**src/rtl/mem_arbiter_pkg.sv**
```systemverilog
// rtl/mem_arbiter_pkg.sv - shared widths, state encoding and enable literals for the SRAM arbiter
package mem_arbiter_pkg;

  localparam int DEF_ADDR_W = 16;
  localparam int DEF_DATA_W = 16;

  localparam logic EN_ON  = 1'b1;
  localparam logic EN_OFF = 1'b0;

  typedef enum logic [1:0] {
    ST_IDLE      = 2'd0,
    ST_GRANT_MEM = 2'd1,
    ST_GRANT_IF  = 2'd2
  } state_t;

endpackage

```
**src/rtl/mem_arbiter_if.sv**
```systemverilog
// rtl/mem_arbiter_if.sv - pipeline requester and SRAM pin bundle around the arbiter
interface mem_arbiter_if
  import mem_arbiter_pkg::*;
#(
  parameter int ADDR_W = DEF_ADDR_W,
  parameter int DATA_W = DEF_DATA_W
) ();

  logic              if_req;
  logic [ADDR_W-1:0] if_addr;
  logic [DATA_W-1:0] if_data;
  logic              if_ack;

  logic              mem_req;
  logic              mem_we;
  logic [ADDR_W-1:0] mem_addr;
  logic [DATA_W-1:0] mem_wdata;
  logic [DATA_W-1:0] mem_rdata;
  logic              mem_ack;

  logic              stall_req;

  logic              ram_en;
  logic              ram_we;
  logic [ADDR_W-1:0] ram_addr;
  logic [DATA_W-1:0] ram_wdata;
  logic [DATA_W-1:0] ram_rdata;

  modport slave (
    input  if_req, if_addr, mem_req, mem_we, mem_addr, mem_wdata, ram_rdata,
    output if_data, if_ack, mem_rdata, mem_ack, stall_req,
    output ram_en, ram_we, ram_addr, ram_wdata
  );

  modport master (
    output if_req, if_addr, mem_req, mem_we, mem_addr, mem_wdata, ram_rdata,
    input  if_data, if_ack, mem_rdata, mem_ack, stall_req,
    input  ram_en, ram_we, ram_addr, ram_wdata
  );

endinterface

```
**src/rtl/mem_arbiter.sv**
```systemverilog
// rtl/mem_arbiter.sv - fixed-priority (MEM over IF) sequencer for the single shared SRAM
module mem_arbiter
  import mem_arbiter_pkg::*;
#(
  parameter int ADDR_W        = DEF_ADDR_W,
  parameter int DATA_W        = DEF_DATA_W,
  parameter int ACCESS_CYCLES = 2
) (
  input  logic            clk,
  input  logic            rst,
  mem_arbiter_if.slave    bus
);

  localparam int               CNT_W    = $clog2(ACCESS_CYCLES) + 1;
  localparam logic [CNT_W-1:0] CNT_LAST = CNT_W'(ACCESS_CYCLES - 1);

  state_t            r_state;
  state_t            w_next_state;
  logic [CNT_W-1:0]  r_cnt;
  logic [ADDR_W-1:0] r_addr;
  logic [DATA_W-1:0] r_wdata;
  logic              r_we;
  logic              r_if_ack;
  logic              r_mem_ack;
  logic [DATA_W-1:0] r_if_data;
  logic [DATA_W-1:0] r_mem_rdata;
  logic              w_take_mem;
  logic              w_take_if;
  logic              w_done;

  always_ff @(posedge clk or negedge rst) begin
    if (!rst) begin
      r_state <= ST_IDLE;
    end else begin
      r_state <= w_next_state;
    end
  end

  // A requester whose ack is high this cycle is skipped so a held req is not served twice.
  always_comb begin
    w_next_state = r_state;
    w_take_mem   = 1'b0;
    w_take_if    = 1'b0;
    w_done       = 1'b0;
    case (r_state)
      ST_IDLE: begin
        if (bus.mem_req && !r_mem_ack) begin
          w_take_mem   = 1'b1;
          w_next_state = ST_GRANT_MEM;
        end else if (bus.if_req && !r_if_ack) begin
          w_take_if    = 1'b1;
          w_next_state = ST_GRANT_IF;
        end
      end
      ST_GRANT_MEM, ST_GRANT_IF: begin
        if (r_cnt == CNT_LAST) begin
          w_done       = 1'b1;
          w_next_state = ST_IDLE;
        end
      end
      default: w_next_state = ST_IDLE;
    endcase
  end

  always_ff @(posedge clk or negedge rst) begin
    if (!rst) begin
      r_cnt       <= '0;
      r_addr      <= '0;
      r_wdata     <= '0;
      r_we        <= 1'b0;
      r_if_ack    <= 1'b0;
      r_mem_ack   <= 1'b0;
      r_if_data   <= '0;
      r_mem_rdata <= '0;
    end else begin
      r_if_ack  <= 1'b0;
      r_mem_ack <= 1'b0;
      if (w_take_mem) begin
        r_addr  <= bus.mem_addr;
        r_we    <= bus.mem_we;
        r_wdata <= bus.mem_wdata;
        r_cnt   <= '0;
      end else if (w_take_if) begin
        r_addr <= bus.if_addr;
        r_we   <= 1'b0;
        r_cnt  <= '0;
      end else if (w_done) begin
        r_cnt <= '0;
        if (r_state == ST_GRANT_IF) begin
          r_if_data <= bus.ram_rdata;
          r_if_ack  <= 1'b1;
        end else begin
          r_mem_ack <= 1'b1;
          if (!r_we) begin
            r_mem_rdata <= bus.ram_rdata;
          end
        end
      end else if (r_state != ST_IDLE) begin
        r_cnt <= r_cnt + 1'b1;
      end
    end
  end

  assign bus.ram_en    = (r_state != ST_IDLE) ? EN_ON : EN_OFF;
  assign bus.ram_we    = (r_state == ST_GRANT_MEM && r_we) ? EN_ON : EN_OFF;
  assign bus.ram_addr  = r_addr;
  assign bus.ram_wdata = r_wdata;
  assign bus.if_data   = r_if_data;
  assign bus.if_ack    = r_if_ack;
  assign bus.mem_rdata = r_mem_rdata;
  assign bus.mem_ack   = r_mem_ack;
  assign bus.stall_req = (bus.if_req & ~r_if_ack) | (bus.mem_req & ~r_mem_ack);

endmodule

```
**src/flat_wrapper.sv**
```systemverilog
// flat-port wrapper written by rule: the top's interface ports become plain ports
module mem_arbiter_flat import mem_arbiter_pkg::*;
#(
  parameter int ADDR_W        = DEF_ADDR_W,
  parameter int DATA_W        = DEF_DATA_W,
  parameter int ACCESS_CYCLES = 2
)
  (clk, rst, bus_if_req, bus_if_addr, bus_mem_req, bus_mem_we, bus_mem_addr, bus_mem_wdata, bus_ram_rdata, bus_if_data, bus_if_ack, bus_mem_rdata, bus_mem_ack, bus_stall_req, bus_ram_en, bus_ram_we, bus_ram_addr, bus_ram_wdata);
  mem_arbiter_if #(.ADDR_W(ADDR_W), .DATA_W(DATA_W)) bus_i ();
  input  logic clk;
  input  logic rst;
  input wire logic [$bits(bus_i.if_req)-1:0] bus_if_req;
  input wire logic [$bits(bus_i.if_addr)-1:0] bus_if_addr;
  input wire logic [$bits(bus_i.mem_req)-1:0] bus_mem_req;
  input wire logic [$bits(bus_i.mem_we)-1:0] bus_mem_we;
  input wire logic [$bits(bus_i.mem_addr)-1:0] bus_mem_addr;
  input wire logic [$bits(bus_i.mem_wdata)-1:0] bus_mem_wdata;
  input wire logic [$bits(bus_i.ram_rdata)-1:0] bus_ram_rdata;
  output wire logic [$bits(bus_i.if_data)-1:0] bus_if_data;
  output wire logic [$bits(bus_i.if_ack)-1:0] bus_if_ack;
  output wire logic [$bits(bus_i.mem_rdata)-1:0] bus_mem_rdata;
  output wire logic [$bits(bus_i.mem_ack)-1:0] bus_mem_ack;
  output wire logic [$bits(bus_i.stall_req)-1:0] bus_stall_req;
  output wire logic [$bits(bus_i.ram_en)-1:0] bus_ram_en;
  output wire logic [$bits(bus_i.ram_we)-1:0] bus_ram_we;
  output wire logic [$bits(bus_i.ram_addr)-1:0] bus_ram_addr;
  output wire logic [$bits(bus_i.ram_wdata)-1:0] bus_ram_wdata;
  assign bus_i.if_req = bus_if_req;
  assign bus_i.if_addr = bus_if_addr;
  assign bus_i.mem_req = bus_mem_req;
  assign bus_i.mem_we = bus_mem_we;
  assign bus_i.mem_addr = bus_mem_addr;
  assign bus_i.mem_wdata = bus_mem_wdata;
  assign bus_i.ram_rdata = bus_ram_rdata;
  assign bus_if_data = bus_i.if_data;
  assign bus_if_ack = bus_i.if_ack;
  assign bus_mem_rdata = bus_i.mem_rdata;
  assign bus_mem_ack = bus_i.mem_ack;
  assign bus_stall_req = bus_i.stall_req;
  assign bus_ram_en = bus_i.ram_en;
  assign bus_ram_we = bus_i.ram_we;
  assign bus_ram_addr = bus_i.ram_addr;
  assign bus_ram_wdata = bus_i.ram_wdata;
  mem_arbiter #(.ADDR_W(ADDR_W), .DATA_W(DATA_W), .ACCESS_CYCLES(ACCESS_CYCLES)) u_core (.clk(clk), .rst(rst), .bus(bus_i));
endmodule
```
**config.mk**
```make
export PLATFORM = sky130hd
export DESIGN_NAME = mem_arbiter_flat
export DESIGN_NICKNAME = d
export VERILOG_FILES = /design/src/rtl/mem_arbiter_pkg.sv /design/src/rtl/mem_arbiter_if.sv /design/src/rtl/mem_arbiter.sv /design/src/flat_wrapper.sv
export SDC_FILE = /design/constraint.sdc
export NUM_CORES = 1
export LEC_CHECK = 0
export ABC_AREA = 0
export CORE_UTILIZATION = 41
export DETAILED_ROUTE_END_ITERATION = 6
export HOLD_SLACK_MARGIN = 0.1
export PLACE_DENSITY = 0.8
export SKIP_LAST_GASP = 1
export SLEW_MARGIN = 20
export SYNTH_ARGS = -nofsm -noshare
export SYNTH_HDL_FRONTEND = slang
export SYNTH_SLANG_ARGS = --single-unit
```
**constraint.sdc**
```tcl
create_clock -name clk -period 2.4 [get_ports clk]
set_input_delay 0.36 -clock clk [delete_from_list [all_inputs] [get_ports clk]]
set_output_delay 0.36 -clock clk [all_outputs]
set_load 0.02 [all_outputs]
```
==> reports/metrics.cfg, run 1 <==
[clock_tree]
ctsHoldBuffers=1
clk_pin_slew_worst_paths_ns=0.08
clk_root_buffer_cell=clkbuf_8
cts_tree=built
cts_sinks=71
clock_latency_ns=0.34
cts_buffer_depth=2
post_cts_buffers=0
cts_htree_levels=3
cts_resized=0
cts_buffers=9

[synth]
syn_avg_cell_area_um2=13.8
synth.most_common_cell=dfrtp_1
yosysTopAreaCell=dfrtp_1
synth-seq-cells=71
synthArstFlopShare_pct=100
postSynthNetCount=289
yosys-top-cells-area=dfrtp_1 (60%), mux2_2 (11%), mux2_4 (9.6%), o22ai_1 (3.4%), o21ai_0 (3.0%)
synth.top_cell.area_share_pct=59.8
synth.distinct_cells=29
syn-instance-count=215
synthFlopType=dfrtp_1
synth_common_cells=dfrtp_1 (71), mux2_2 (29), mux2_4 (19), nand2_1 (19), o21ai_0 (18)
synth.yosys.seq_area_share_pct=59.8
syn_area_um2=2970
yosys_warnings=0
synth-edff-count=0

[route]
first_pass_iters=4
route.detailed.drc=0
antenna_left=0
drt_wl_total_mm=6.63
vias=2198
drtIter0Drc=47
viasPerCell=4.81
wl_per_cell_um=14.5

[power_and_ir_drop]
power_density_nw_per_um2=1340
power_mw=6.26
p_leak_nw=2.00
peakVddDrop_mv=0.616

[sta]
timing.setup.tns_ns=0
finalWorstSetupSlack_ns=0.203
slew_violations=0
hold_viol=0
min_period_ns=2.20
finalSetupViolations=0
post-route-period-util_pct=91.5
worst-slew-pin-transition_ns=0.365
fmax_mhz=455
rsz0062_at_grt=no
maxSlewHeadroom_pct=75.6
fin_worst_skew_ns=0.00925

[die]
die_w_um=87.1
num_io_pins=138
dieArea_um2=7590
fp.dieH_um=87.1
rows=30
core_um2=6910
initial_core_util_pct=43.0

[finish]
area_growth_pct=57.2
fill_cells=538
nets=431
postLayoutCellArea_um2=4670
final_cells=457
antennaDiodeCount=0
layout-drive-gt1-share_pct=20.2

[min_path]
min_path_type=flip-flop to flip-flop

[place]
hpwl_mm=4.65
port_buffers=137
place_congestion=0.744
pre_cts_slack_ns=0.349
place_inst=441
place_area_um2=4430

[global_routing]
grt.total_usage_pct=18.1
grt_max_degree=72
grt_first_pass_wirelength_mm=10.5
antenna_found_initial=0
grt-ovfl-total=0
grt_pass1_vias=2173

[critical_path]
cp-end-kind=primary output
setup.worst_path.start_class=flip-flop
critPathKind=flip-flop to primary output
path_max_fanout=4
required_ns=2.04
arrival_ns=1.84

[run_status]
status=finished clean

[flow_run]
cap_violations=0

-- through the flow --
| stage | util, % | hold WS [ns] |
|---|---|---|
| global route | 67.6 | 0.509 |
| detailed placement | 64.1 | 0.415 |
| CTS | 67.6 | 0.487 |
| global placement | 64.1 | 0.415 |
| finish | 67.6 | 0.482 |
| floorplan | - | 0.0644 |
-- routing by layer --
layer / part of all wire, % / up-vias / GRT usage, %
met5: 0 / - / 0
met4: 1.4 / 0 / 7.60
met3: 6.6 / 9 / 4.27
met2: 48 / 84 / 29.4
met1: 44 / 1062 / 23.5
li1: - / 1043 / -
-- worst paths after layout --
path                                         start                       to  slack (ns)  cells past startpoint
setup / recovery                 u_core.r_state[0]               bus_ram_en        0.20                      4
max in group asynchronous                      rst          u_core.r_cnt[1]        1.52                      3
min in group asynchronous                      rst  u_core.bus.ram_wdata[5]        0.57                      3
hold reg to reg            u_core.bus.ram_addr[15]  u_core.bus.ram_addr[15]        0.48                      2
hold / removal             u_core.bus.ram_addr[15]  u_core.bus.ram_addr[15]        0.48                      2
setup reg to reg                 u_core.r_state[0]   u_core.bus.if_data[15]        0.46                      6
-- worst max-delay path: stages (launching register included) --
cell	delay, ns
dfrtp_1	0.38
inv_1	0.11
ha_1	0.24
inv_1	0.13
clkdlybuf4s50_1	0.65
-- where the power goes --
| part | switching [mW] | leakage, nW | internal, mW |
|---|---|---|---|
| registers | 0.292 | 0.880 | 1.75 |
| logic | 1.46 | 1.01 | 1.64 |
| clock network | 0.438 | 0.111 | 0.682 |
-- registers in the layout (all words and copies together) (netlist names) --
register	flops
u_core.r_cnt	2
u_core.bus.if_data	16
u_core.bus.mem_ack	1
u_core.bus.if_ack	1
u_core.bus.ram_wdata	16
u_core.r_state	2
u_core.bus.mem_rdata	16
u_core.bus.ram_addr	16
u_core.r_we	1
-- cell families (layout without fill, tap and decap cells) --
family	count (synthesis)	count (layout)	synth area share (%)
adder cells (fa/ha/maj)	5	5	2.11
flip-flops	71	71	59.8
AND/OR/NAND/NOR	32	32	5.35
XOR/XNOR	1	1	0.295
multiplexers	48	48	20.6
AO/OA/AOI/OAI	41	41	8.00
buffers and inverters	17	163	3.87
-- final cells by class --
type                       count  area, µm²  share of cell area, %
multi-input combinational    127       1080                   23.1
inverter                       4       15.0                  0.321
clock inverter                 6        110                   2.36
sequential                    71       1780                   38.0
clock buffer                   9        124                   2.65
tap                           96        120                   2.57
timing repair buffer         144       1450                   31.0
-- cells in the final DEF, fill, tap and decap left out, drive strengths merged --
master	instances
nand2b	3
clkinv	1
ha	5
or3	1
a21boi	1
a22o	2
dfrtp	71
o21ai	18
o22ai	16
mux2	48
and2b	1
clkinvlp	2
and4	1
buf	7
nand2	19
and3	1
dlygate4sd3	1
nor3	1
nor2	3
clkdlybuf4s50	136
clkbuf	9
nand3	1
a21o	1
bufinv	3
inv	4
and2	1
xor2	1
a21oi	3
Note: power is estimated with default switching activity, not from simulation.
==> run 2: changes to the inputs <==
Settings changed: CAP_MARGIN from default to 10.
==> results of run 2 <==
The final DEF is identical to that of run 1; final timing and power are the same.
